[src/rtl/tile_renderer.sv]
// Tile-map video renderer: raster timing, incremental block tracking, and a
// two-stage registered colour pipeline (objects > wall > grid > background).
module tile_renderer #(
    parameter int H_DISPLAY = 640,
    parameter int H_FP      = 16,
    parameter int H_SYNC    = 96,
    parameter int H_BP      = 48,
    parameter int V_DISPLAY = 480,
    parameter int V_FP      = 10,
    parameter int V_SYNC    = 2,
    parameter int V_BP      = 33,
    parameter int MAP_COLS  = 40,
    parameter int MAP_ROWS  = 30,
    parameter int N_OBJ     = 2
) (
    input  logic                         i_Clk,
    input  logic                         i_Rst,
    input  logic                         i_PixEn,
    input  logic [1:0]                   i_Level,
    input  logic [MAP_COLS*MAP_ROWS-1:0] i_Map,
    input  logic [N_OBJ*6-1:0]           i_ObjPos_X,
    input  logic [N_OBJ*5-1:0]           i_ObjPos_Y,
    input  logic [N_OBJ*24-1:0]          i_ObjColor,
    input  logic                         i_GridEn,
    output logic [7:0]                   o_Red,
    output logic [7:0]                   o_Green,
    output logic [7:0]                   o_Blue,
    output logic                         o_hsync,
    output logic                         o_vsync,
    output logic                         o_blank,
    output logic                         o_fFrameStart,
    output logic                         o_fDrawDone
);

    localparam int H_TOTAL  = H_DISPLAY + H_FP + H_SYNC + H_BP;
    localparam int V_TOTAL  = V_DISPLAY + V_FP + V_SYNC + V_BP;
    localparam int XW       = $clog2(H_TOTAL);
    localparam int YW       = $clog2(V_TOTAL);
    localparam int MAP_BITS = MAP_COLS * MAP_ROWS;
    localparam int MIW      = (MAP_BITS > 1) ? $clog2(MAP_BITS) : 1;

    logic [XW-1:0]  r_x;
    logic [XW-1:0]  r_col;
    logic [YW-1:0]  r_y;
    logic [YW-1:0]  r_row;
    logic [5:0]     r_xoff;
    logic [5:0]     r_yoff;
    logic [1:0]     r_level;

    logic           w_frame_start;
    logic           w_x_last;
    logic           w_y_last;
    logic [1:0]     w_level;
    logic [5:0]     w_bs_m1;

    assign w_frame_start = (r_x == '0) && (r_y == '0);
    assign w_x_last      = (int'(r_x) == H_TOTAL - 1);
    assign w_y_last      = (int'(r_y) == V_TOTAL - 1);
    // The level is captured on pixel (0,0), so that pixel already uses the new value.
    assign w_level       = w_frame_start ? i_Level : r_level;

    always_comb begin
        case (w_level)
            2'b10:   w_bs_m1 = 6'd19;
            2'b11:   w_bs_m1 = 6'd15;
            default: w_bs_m1 = 6'd39;
        endcase
    end

    always_ff @(posedge i_Clk) begin
        if (i_Rst) begin
            r_x     <= '0;
            r_y     <= '0;
            r_col   <= '0;
            r_row   <= '0;
            r_xoff  <= '0;
            r_yoff  <= '0;
            r_level <= 2'b00;
        end else if (i_PixEn) begin
            if (w_frame_start) r_level <= i_Level;
            if (w_x_last) begin
                r_x    <= '0;
                r_col  <= '0;
                r_xoff <= '0;
                if (w_y_last) begin
                    r_y    <= '0;
                    r_row  <= '0;
                    r_yoff <= '0;
                end else begin
                    r_y <= r_y + 1'b1;
                    if (r_yoff == w_bs_m1) begin
                        r_yoff <= '0;
                        r_row  <= r_row + 1'b1;
                    end else begin
                        r_yoff <= r_yoff + 1'b1;
                    end
                end
            end else begin
                r_x <= r_x + 1'b1;
                if (r_xoff == w_bs_m1) begin
                    r_xoff <= '0;
                    r_col  <= r_col + 1'b1;
                end else begin
                    r_xoff <= r_xoff + 1'b1;
                end
            end
        end
    end

    logic           w_in_map;
    logic [MIW-1:0] w_map_idx;
    logic           w_wall;
    logic [N_OBJ-1:0] w_hit;

    assign w_in_map  = (int'(r_col) < MAP_COLS) && (int'(r_row) < MAP_ROWS);
    assign w_map_idx = MIW'(MAP_BITS - 1 - (int'(r_row) * MAP_COLS + int'(r_col)));

    always_comb begin
        w_wall = 1'b0;
        if (w_in_map) w_wall = i_Map[w_map_idx];
    end

    generate
        for (genvar gi = 0; gi < N_OBJ; gi++) begin : g_obj
            logic [5:0] w_ox;
            logic [4:0] w_oy;
            assign w_ox = i_ObjPos_X[gi*6 +: 6];
            assign w_oy = i_ObjPos_Y[gi*5 +: 5];
            // Channels parked outside the map never match, even if the raster overruns the map.
            assign w_hit[gi] = (int'(w_ox) < MAP_COLS) && (int'(w_oy) < MAP_ROWS)
                             && (int'(r_col) == int'(w_ox)) && (int'(r_row) == int'(w_oy));
        end
    endgenerate

    logic        w_active;
    logic        w_hsync;
    logic        w_vsync;
    logic [23:0] w_rgb;

    assign w_active = (int'(r_x) < H_DISPLAY) && (int'(r_y) < V_DISPLAY);
    assign w_hsync  = !((int'(r_x) >= H_DISPLAY + H_FP) && (int'(r_x) < H_DISPLAY + H_FP + H_SYNC));
    assign w_vsync  = !((int'(r_y) >= V_DISPLAY + V_FP) && (int'(r_y) < V_DISPLAY + V_FP + V_SYNC));

    // Lowest priority first; later assignments override earlier ones.
    always_comb begin
        w_rgb = 24'h000000;
        if (w_active && (w_level != 2'b00)) begin
            if (i_GridEn && ((r_xoff == '0) || (r_yoff == '0))) w_rgb = 24'h404040;
            if (w_wall) w_rgb = 24'hFFFFFF;
            for (int k = N_OBJ - 1; k >= 0; k--) begin
                if (w_hit[k]) w_rgb = i_ObjColor[k*24 +: 24];
            end
        end
    end

    logic [23:0] r_s1_rgb;
    logic        r_s1_hsync;
    logic        r_s1_vsync;
    logic        r_s1_blank;
    logic        r_s1_fs;
    logic        r_s1_fd;
    logic [23:0] r_rgb;
    logic        r_hsync;
    logic        r_vsync;
    logic        r_blank;
    logic        r_fs;
    logic        r_fd;

    always_ff @(posedge i_Clk) begin
        if (i_Rst) begin
            r_s1_rgb   <= '0;
            r_s1_hsync <= 1'b1;
            r_s1_vsync <= 1'b1;
            r_s1_blank <= 1'b0;
            r_s1_fs    <= 1'b0;
            r_s1_fd    <= 1'b0;
            r_rgb      <= '0;
            r_hsync    <= 1'b1;
            r_vsync    <= 1'b1;
            r_blank    <= 1'b0;
            r_fs       <= 1'b0;
            r_fd       <= 1'b0;
        end else if (i_PixEn) begin
            r_s1_rgb   <= w_rgb;
            r_s1_hsync <= w_hsync;
            r_s1_vsync <= w_vsync;
            r_s1_blank <= w_active;
            r_s1_fs    <= w_frame_start;
            r_s1_fd    <= (int'(r_x) == H_DISPLAY - 1) && (int'(r_y) == V_DISPLAY - 1);
            r_rgb      <= r_s1_rgb;
            r_hsync    <= r_s1_hsync;
            r_vsync    <= r_s1_vsync;
            r_blank    <= r_s1_blank;
            r_fs       <= r_s1_fs;
            r_fd       <= r_s1_fd;
        end
    end

    assign o_Red         = r_rgb[23:16];
    assign o_Green       = r_rgb[15:8];
    assign o_Blue        = r_rgb[7:0];
    assign o_hsync       = r_hsync;
    assign o_vsync       = r_vsync;
    assign o_blank       = r_blank;
    assign o_fFrameStart = r_fs;
    assign o_fDrawDone   = r_fd;

endmodule

[config.mk]
export PLATFORM = sky130hd
export DESIGN_NAME = tile_renderer
export DESIGN_NICKNAME = d
export VERILOG_FILES = /design/src/rtl/tile_renderer.sv
export SDC_FILE = /design/constraint.sdc
export NUM_CORES = 1
export LEC_CHECK = 0
export ABC_CLOCK_PERIOD_IN_PS = 6610
export BUFFER_PORTS_ARGS = -buffer_cell sky130_fd_sc_hd__buf_2
export CAP_MARGIN = 15
export CORE_AREA = 2 2 512 514
export CTS_CLUSTER_DIAMETER = 60
export CTS_CLUSTER_SIZE = 30
export DETAILED_ROUTE_END_ITERATION = 16
export DIE_AREA = 0 0 514 516
export PLACE_DENSITY = 0.3
export SLEW_MARGIN = 20
export SYNTH_ARGS = -nofsm -noshare
export SYNTH_HDL_FRONTEND = slang
export SYNTH_SLANG_ARGS = --single-unit
[constraint.sdc]
create_clock -name i_Clk -period 6.61 [get_ports i_Clk]
set_clock_uncertainty 0.2 [all_clocks]
set_input_delay 0.3305 -clock i_Clk [delete_from_list [all_inputs] [get_ports i_Clk]]
set_output_delay 0.3305 -clock i_Clk [all_outputs]
set_load 0.01 [all_outputs]
### Yosys cells after proc, flatten, opt, wreduce, memory -nomap -nowiden

Index checks and enable logic that the tools add are counted.

| word-level totals | value |
|---|---|
| bits in registers | 112 |
| input port bits | 1276 |
| output and inout bits | 29 |

| operators by class | value |
|---|---|
| add/sub/neg operators | 8 |
| multipliers | 1 |
| $lt $le $gt $ge | 13 |
| equality and inequality tests | 12 |
| muxes and demuxes | 20 |
| reductions and logical operators | 27 |

Operators with widths:

| operator | count |
|---|---|
| two-way mux 24 bit | 4 |
| two-way mux 10 bit | 6 |
| adder 10 x 1 -> 10 bit, second input constant | 4 |
| equality test 10 bit, second input constant | 3 |
| two-way mux 6 bit | 4 |
| two-way mux 23 bit | 1 |
| equality test 10 x 6 -> 1 bit | 2 |
| equality test 10 x 7 -> 1 bit | 2 |
| zero test 10 bit | 2 |
| less-than comparator 10 bit, second input constant | 2 |
| less-than comparator 10 x 9 -> 1 bit, second input constant | 2 |
| logical AND 1 bit | 14 |
| adder 6 x 1 -> 6 bit, second input constant | 2 |
| equality test 6 bit | 2 |
| zero test 6 bit | 2 |
| less-than comparator 11 x 12 -> 1 bit, second input constant | 1 |
| less-than comparator 6 bit, second input constant | 2 |
| one-hot mux 6 bit (2 select lines) | 1 |
| adder 11 x 10 -> 11 bit | 1 |
| binary-select mux 1 bit (select 11 bit) | 1 |
| subtractor 11 bit, first input constant | 1 |
| equality test 10 x 9 -> 1 bit, second input constant | 1 |
| greater-or-equal comparator 10 bit, second input constant | 1 |
| greater-or-equal comparator 10 x 9 -> 1 bit, second input constant | 1 |
| other kinds (12) | 19 |

### Logic depth before layout (Yosys ltp)

Gate-level depths: netlist (run 1).

| depth | value |
|---|---|
| depth after elaboration | 10 |
| mapped depth | 23 |
| gate-level depth less buffers | 16 |

### Worst setup path before layout (run 1)

Ideal clock, no wire load.

| timing | value |
|---|---|
| kind | register -> register |
| start point | register r_col[1] |
| end point | register r_s1_rgb[10] |
| library setup time | 0.087 ns |
| data arrival time | 4.327 ns |
| setup slack | 1.996 ns |
| cell stages (with the launch flop) | 21 |
| buffers on the path | 7 |
| period minus slack after synthesis | 4.614 ns |
| cell sequence | dfxtp_1 > buf_4 > buf_4 > inv_1 > buf_2 > buf_2 > buf_2 > ha_1 > buf_4 > a211oi_2 > o21bai_2 > a21oi_2 > xnor2_1 > nand2_1 > o311ai_1 > o22ai_1 > o31ai_1 > a41oi_1 > or2_4 > buf_6 > a221oi_2 |

| on the way | value |
|---|---|
| cells in the longest elaborated chain, start to end | 9 |
| elaborated cells between the ends (all ways) | 17 |
| classes of those cells | add/sub: 2; order compare: 1; eq/ne: 2; mux: 7; reduce/logical: 5 |

RTL lines:

| what | line | source |
|---|---|---|
| from (decl) | 43 | `logic [XW-1:0] r_col;` |
| from (signal assigned) | 102 | `r_col <= r_col + 1'b1;` |
| adder 11 x 10 -> 11 bit | 116 | `assign w_map_idx = MIW'(MAP_BITS - 1 - (int'(r_row) * MAP_COLS + int'(r_col)));` |
| subtractor 11 bit | 116 |  |
| binary-select mux 1 bit (select 11 bit) | 120 | `if (w_in_map) w_wall = i_Map[w_map_idx];` |
| two-way mux 1 bit (not written as such) | 120 |  |
| two-way mux 1 bit | 120 |  |
| two-way mux 24 bit | 149 | `if (w_wall) w_rgb = 24'hFFFFFF;` |
| two-way mux 24 bit | 151 | `if (w_hit[k]) w_rgb = i_ObjColor[k*24 +: 24];` |
| two-way mux 24 bit * | 151 |  |
| two-way mux 24 bit * | 147 | `if (w_active && (w_level != 2'b00)) begin` |
| to (signal assigned) | 184 | `r_s1_rgb <= w_rgb;` |
| to (decl) | 156 | `logic [23:0] r_s1_rgb;` |

Every way passes the cells marked *; elsewhere a longest branch is shown, timed or not. The select of a mux whose other input is x is not followed.
A chain may end at the register's enable or synchronous reset.

### Worst setup path in the final report (run 1)

| timing | value |
|---|---|
| start point | register r_row[3] |
| end point | register r_s1_rgb[23] |

| on the way | value |
|---|---|
| cells in the longest elaborated chain, start to end | 10 |
| elaborated cells between the ends (all ways) | 16 |
| classes of those cells | add/sub: 2; mul: 1; order compare: 1; eq/ne: 2; mux: 7; reduce/logical: 3 |

RTL lines:

| what | line | source |
|---|---|---|
| from (decl) | 45 | `logic [YW-1:0] r_row;` |
| from (signal assigned) | 93 | `r_row <= r_row + 1'b1;` |
| multiplier 10 x 3 -> 8 bit | 116 |  |
| adder 11 x 10 -> 11 bit | 116 |  |
| subtractor 11 bit | 116 |  |
| binary-select mux 1 bit (select 11 bit) | 120 |  |
| two-way mux 1 bit (not written as such) | 120 |  |
| two-way mux 1 bit | 120 |  |
| two-way mux 24 bit | 149 |  |
| two-way mux 24 bit | 151 |  |
| two-way mux 24 bit * | 151 |  |
| two-way mux 24 bit * | 147 |  |

Marks and branches as above.

==> results.tsv, run 1 <==
metric	value	unit
largest net degree at the start of global routing	91	
slowest CP cell	a31oi_1	
root cell of the clock tree	clkbuf_16	
Req. time, crit path	6.70	ns
commonest non-fill, non-tap cell in the layout	buf_2	
most frequent cells in the layout	1302 x buf_2, 324 x mux2i_1, 151 x mux4_2, 117 x nand2_1, 114 x nor2_1	
via/cell ratio	3.36	
Crit path top cell by count	ha_1	
Pre-Repair DR Iteration Count	5	
Lkg Pwr	10.8	nW
crit path cell chain	ha_1 > ha_1 > fa_1 > ha_1 > inv_1 > ha_1 > o21ai_0 > nor2b_1 > or2_2 > a31oi_1 > nor4bb_2 > nor4b_2 > a41oi_1 > buf_4 > or2_4 > a221oi_1	
CTS H-tree depth	3	
Cell Area, Synth	17700	um2
Setup CP Type	flop to flop	
fraction of registers with async set/reset	0	%
post-synthesis register bit count	112	
Total Power	2.21	mW
R2R depth	16	
port bufs	1304	
max frequency	160	MHz
largest cells by area after synthesis	mux4_2 19%, mux2i_1 19%, dfxtp_1 13%	
Power Dens Cells	77.2	nW/um2
Starting DRT DRC Count	1188	
CTS tree	yes	
Chip Width	514	um
Post-synth EDFFs	0	
period utilization	94.6	%
GRT overflow	0	
pre-CTS setup slack	-0.178	ns
drt drc	0	
core box area	259000	um2
crit-path max cell delay	0.71	ns
CP Depth	16	
endpoints failing setup	0	
routed via count	22027	
gr usage total	12.9	%
CP delay by family, top	adder cells	
layout cells sized above 1	54.3	%
synthesis-to-finish area growth	62.1	%
dpl hpwl	158000	um
initial antenna violation count	80	
min cycle time layout	6.25	ns
post-layout util	11.1	%
main flop type after synthesis	dfxtp_1	
worst skew pair latency	0.39	ns
clk buf depth	2	
Startpoint Class	flop	
final slew viol count	0	
die area	265000	um2
CTS Buf Count	9	
wire length per cell	27.5	um
hold path depth	3	
peak supply drop	0.0981	mV
Yosys warnings	0	
slew margin rel.	7.59	%
max-cap check violation count	0	
io pins	1305	
Initial Util	6.82	%
syn avg cell area	9.36	um2
cell type with the largest total area after synthesis	mux4_2	
WP data arrival	6.34	ns
Final nets	4430	
WL final	181000	um
Worst Max-Slew Pin Slew	1.39	ns
Worst setup EP type	flop	
slack of the critical path	0.356	ns
# rows	187	
Hold WS	0.0657	ns
Final Hold Viols	0	
post-synth top area share	19.2	%
Sum Neg Setup Slack	0	ns
first-pass GRT wire length	228000	um
Worst-path clk slew	0.08	ns
antenna viol nets, final	0	
Worst Path Buf+Inv	2	
sequential area share after synthesis	12.7	%
status	finished clean	
Hold WC Path Type	primary input to flop	
CTS sink count	112	
RSZ-0062 raised after global routing	false	
gate count of the mapped netlist	1889	
Synth Net Count	3202	
largest fanout on the critical path	21	
Yosys cell types	86	
routability cong.	0.946	
Die Ht	516	um
vias in the first global route	23226	
## per-stage QoR
stage               instances  instance area [um2]
floorplan                1889                17700
global placement         6503                28100
detailed placement       6505                28200
CTS                      6523                28600
global route             6547                28600
finish                   6560                28700
## final cells by class
class                      instances  area [um2]
antenna                           36        90.1
clock buffer                      12         278
clock inverter                     4        43.8
fill                           30320      231000
inverter                          25        96.3
multi-input combinational       1559       14200
sequential                       112        2250
tap                             3402        4260
timing repair buffer            1410        7420
## power breakdown
part,switching [mW],internal [mW],leakage [nW],total (mW)
logic,0.442,0.449,9.78,0.891
registers,0.0123,0.692,0.910,0.705
clock network,0.310,0.308,0.155,0.618
## flip-flops by register name (all words and copies together) (netlist names), 2 cells and up
| name | count |
|---|---|
| r_level | 2 |
| r_x | 10 |
| r_yoff | 6 |
| r_col | 10 |
| r_row | 10 |
| r_y | 10 |
| r_s1_rgb | 24 |
| r_rgb | 24 |
| r_xoff | 6 |
## cells by family (layout without fill, tap and decap cells)
family	count (synthesis)	count (layout)	share of synthesized area [%]
adders and majority gates	37	37	2.66
and+or+nand+nor	463	463	13.1
xor gates and xnor gates	68	68	3.41
DFF	112	112	12.7
buffers and inverters	218	1451	8.28
AOI/OAI and AO/OA	469	469	19.4
other	0	36	0
muxes	522	522	40.5
## per-layer routing
layer  vias to the layer above  part of all wire [%]  wire length, um  global-route usage (%)
li1                       9992                     -                -                       -
met1                     10738                    44            79500                    16.8
met2                      1085                    48            86600                    22.4
met3                       186                   4.9             8770                    1.52
met4                        26                   3.2             5720                    3.64
met5                         -                 0.094              170                       0
## cell usage after synthesis (13+ instances only)
cell         n
a211oi_1    23
mux2i_1    330
a221oi_1    52
o2111ai_1   13
dfxtp_1    112
nor3_1      26
a31oi_1     20
o211ai_1    21
a22oi_1     47
xnor2_1     37
mux4_2     151
mux2_2      41
nand4_1     25
nand2_1    118
nand3_1     38
buf_2       56
buf_6       28
nor4_1      14
inv_1       25
nand2b_1    38
ha_1        36
xor2_1      30
buf_1       14
a221oi_2    20
clkbuf_1    51
a21oi_1     70
buf_4       24
nor2_1     118
o21ai_0     79
o22ai_1     35
and3_1      31
## worst register-to-register path: stages (launching register included)
cell      delay, ns
dfxtp_1        0.57
ha_1           0.32
ha_1           0.22
fa_1           0.50
ha_1           0.29
inv_1          0.04
ha_1           0.48
o21ai_0        0.19
nor2b_1        0.18
or2_2          0.33
a31oi_1        0.71
nor4bb_2       0.18
nor4b_2        0.56
a41oi_1        0.35
buf_4          0.27
or2_4          0.39
a221oi_1       0.38
## final timing paths
check | startpoint | endpoint | slack [ns]
worst min register to register | r_s1_rgb[22] | r_s1_rgb[22] | 0.27
worst max-delay path | r_row[3] | r_s1_rgb[23] | 0.36
worst max register to register | r_row[3] | r_s1_rgb[23] | 0.36
worst min-delay path | i_Level[1] | r_level[1] | 0.07
## timing repair
item	in CTS	in global routing
hold buffers	1	0
endpoints found under the setup margin	24	0
hold endpoints to repair	1	0
buffers inserted	1	0
resized for setup	2	0
Note: power is estimated with default switching activity, not from simulation.
==> run 2, diff against run 1 <==
--- a/config.mk
+++ b/config.mk
@@ -5,7 +5,7 @@
 export SDC_FILE = /design/constraint.sdc
 export NUM_CORES = 1
 export LEC_CHECK = 0
-export ABC_CLOCK_PERIOD_IN_PS = 6610
+export ABC_CLOCK_PERIOD_IN_PS = 7700
 export BUFFER_PORTS_ARGS = -buffer_cell sky130_fd_sc_hd__buf_2
 export CAP_MARGIN = 15
 export CORE_AREA = 2 2 512 514
@@ -13,6 +13,7 @@
 export CTS_CLUSTER_SIZE = 30
 export DETAILED_ROUTE_END_ITERATION = 16
 export DIE_AREA = 0 0 514 516
+export GPL_ROUTABILITY_DRIVEN = 0
 export PLACE_DENSITY = 0.3
 export SLEW_MARGIN = 20
 export SYNTH_ARGS = -nofsm -noshare
==> constraint.sdc (replaced) <==
create_clock -name i_Clk -period 7.7 [get_ports i_Clk]
set_clock_uncertainty 0.2 [all_clocks]
set_input_delay 0.385 -clock i_Clk [delete_from_list [all_inputs] [get_ports i_Clk]]
set_output_delay 0.385 -clock i_Clk [all_outputs]
set_load 0.01 [all_outputs]
==> results.tsv, run 2 (same netlist as run 1, synthesis figures left out) <==
metric	value	unit	change
status	finished clean		unchanged
hold path depth	3		unchanged
Final nets	4400		was 4430
via/cell ratio	3.36		about the same
antenna viol nets, final	0		unchanged
most frequent cells in the layout	1302 x buf_2, 326 x mux2i_1, 151 x mux4_2, 117 x nand2_1, 114 x nor2_1		was 1302 x buf_2, 324 x mux2i_1, 151 x mux4_2, 117 x nand2_1, 114 x nor2_1
# rows	187		unchanged
largest net degree at the start of global routing	91		unchanged
Placed Area	28000	um2	was 28200 um2
first-pass GRT wire length	230000	um	was 228000 um
WP data arrival	6.64	ns	was 6.34 ns
biggest regs	r_rgb (24), r_s1_rgb (24)		unchanged
Req. time, crit path	7.73	ns	was 6.70 ns
initial antenna violation count	90		was 80
Sum Neg Setup Slack	0	ns	unchanged
Initial Util	6.82	%	unchanged
slew margin rel.	16.0	%	was 7.59%
Hold WC Path Type	primary input to flop		unchanged
hold path startpoint	i_Level[0]		was i_Level[1]
post_cts resized	0		was 2
Hold WS	0.0896	ns	was 0.0657 ns
Finished Layout Cells	6534		was 6560
slack of the critical path	1.09	ns	was 0.356 ns
Starting DRT DRC Count	1144		was 1188
core box area	259000	um2	unchanged
wire length per cell	27.9	um	was 27.5 um
port bufs	1304		unchanged
Critical R2R Launch	r_col[1]		was r_row[3]
pre-CTS setup slack	0.510	ns	was -0.178 ns
Final Hold Viols	0		unchanged
vias in the first global route	22944		was 23226
CTS tree	yes		unchanged
WL final	182000	um	was 181000 um
CTS Buf Count	9		unchanged
Chip Width	514	um	unchanged
max frequency	151	MHz	was 160 MHz
synthesis-to-finish area growth	61.0	%	was 62.1%
Worst Max-Slew Pin Slew	1.23	ns	was 1.39 ns
RSZ-0062 raised after global routing	false		unchanged
Power Dens Cells	67.0	nW/um2	was 77.2 nW/um2
peak supply drop	0.110	mV	was 0.0981 mV
drt drc	0		unchanged
die area	265000	um2	unchanged
crit path from	r_col[1]		was r_row[3]
R2R depth	16		unchanged
largest fanout on the critical path	33		was 21
CTS H-tree depth	3		unchanged
max-cap check violation count	0		unchanged
hold endpoint	r_level[0]		was r_level[1]
Die Ht	516	um	unchanged
endpoints failing setup	0		unchanged
routed via count	21957		was 22027
final slew viol count	0		unchanged
clk buf depth	2		unchanged
worst skew pair latency	0.39	ns	about the same
GRT overflow	0		unchanged
Worst-path clk slew	0.09	ns	was 0.08 ns
dpl cells	6478		was 6505
r2r endpoint	r_s1_rgb[23]		unchanged
Pre-Repair DR Iteration Count	5		unchanged
root cell of the clock tree	clkbuf_16		unchanged
hold_buf cts	0		was 1
post-layout instance area	28500	um2	was 28700 um2
layout cells sized above 1	53.8	%	was 54.3%
commonest non-fill, non-tap cell in the layout	buf_2		unchanged
Startpoint Class	flop		unchanged
gr usage total	13.1	%	was 12.9%
Setup Fix Bufs, Post-CTS	0		was 1
io pins	1305		unchanged
Setup CP Type	flop to flop		unchanged
Worst setup EP type	flop		unchanged
dpl hpwl	158000	um	about the same
period utilization	85.8	%	was 94.6%
CTS sink count	112		unchanged
r2r setup slk	1.09	ns	was 0.36 ns
min cycle time layout	6.61	ns	was 6.25 ns
Lkg Pwr	10.7	nW	was 10.8 nW
run 2: changes by cell type in the layout (fill, tap and decap cells not counted), sizes merged:
cell,change
dlygate4sd3,-1
diode,+4
clkinv,+1
clkbuf,-4
buf,-28
bufinv,+1
inv,+1
run 2: where the power goes:
group	internal, mW	switching (mW)	total (mW)	leakage (nW)
sequential	0.594	0.0105	0.605	0.910
clock	0.263	0.274	0.536	0.153
combinational	0.383	0.382	0.766	9.65
run 2: cell type report:
| cell class | instances | area (um2) |
|---|---|---|
| repair buffers | 1380 | 7230 |
| clock inverters | 7 | 96.3 |
| flip-flops and latches | 112 | 2250 |
| inverters | 25 | 96.3 |
| well taps | 3402 | 4260 |
| diodes | 40 | 100 |
| multi-input cells | 1559 | 14200 |
| fillers | 30173 | 231000 |
| clock buffers | 9 | 225 |
run 2: critical path, stage by stage, from the launching register on:
cell	delay (ns)
dfxtp_4	0.67
inv_4	0.22
ha_4	0.47
a211o_1	0.42
a21o_1	0.23
o21ai_4	0.08
buf_4	0.66
mux2i_1	0.45
o221ai_1	0.25
buf_4	0.28
a31oi_1	0.17
nor4bb_1	0.71
nor4b_2	0.24
a41oi_1	0.47
buf_4	0.23
or2_4	0.41
a221oi_1	0.15
run 2: through the flow:
stage / power, mW / util, %
6_report: 1.91 / 11.0
3_5_place_dp: 1.41 / 10.8
2_1_floorplan: 0.846 / -
5_1_grt: 2.01 / 11.0
3_3_place_gp: 1.41 / 10.8
4_1_cts: 1.96 / 10.9
run 2: worst max-delay path by stage:
stage | end | cells past startpoint
2_1_floorplan | r_s1_rgb[10] | 20
3_3_place_gp | r_s1_rgb[23] | 14
3_5_place_dp | r_s1_rgb[23] | 15
4_1_cts | r_s1_rgb[23] | 15
5_1_grt | r_s1_rgb[23] | 15
6_report | r_s1_rgb[23] | 16
run 2: routing by layer:
| layer | share of wire, % | global-route usage, % | wire (um) |
|---|---|---|---|
| met5 | 0.12 | 0 | 212 |
| met4 | 2.4 | 3.21 | 4410 |
| met3 | 5.2 | 1.95 | 9450 |
| met2 | 49 | 22.8 | 88800 |
| met1 | 44 | 16.8 | 79400 |
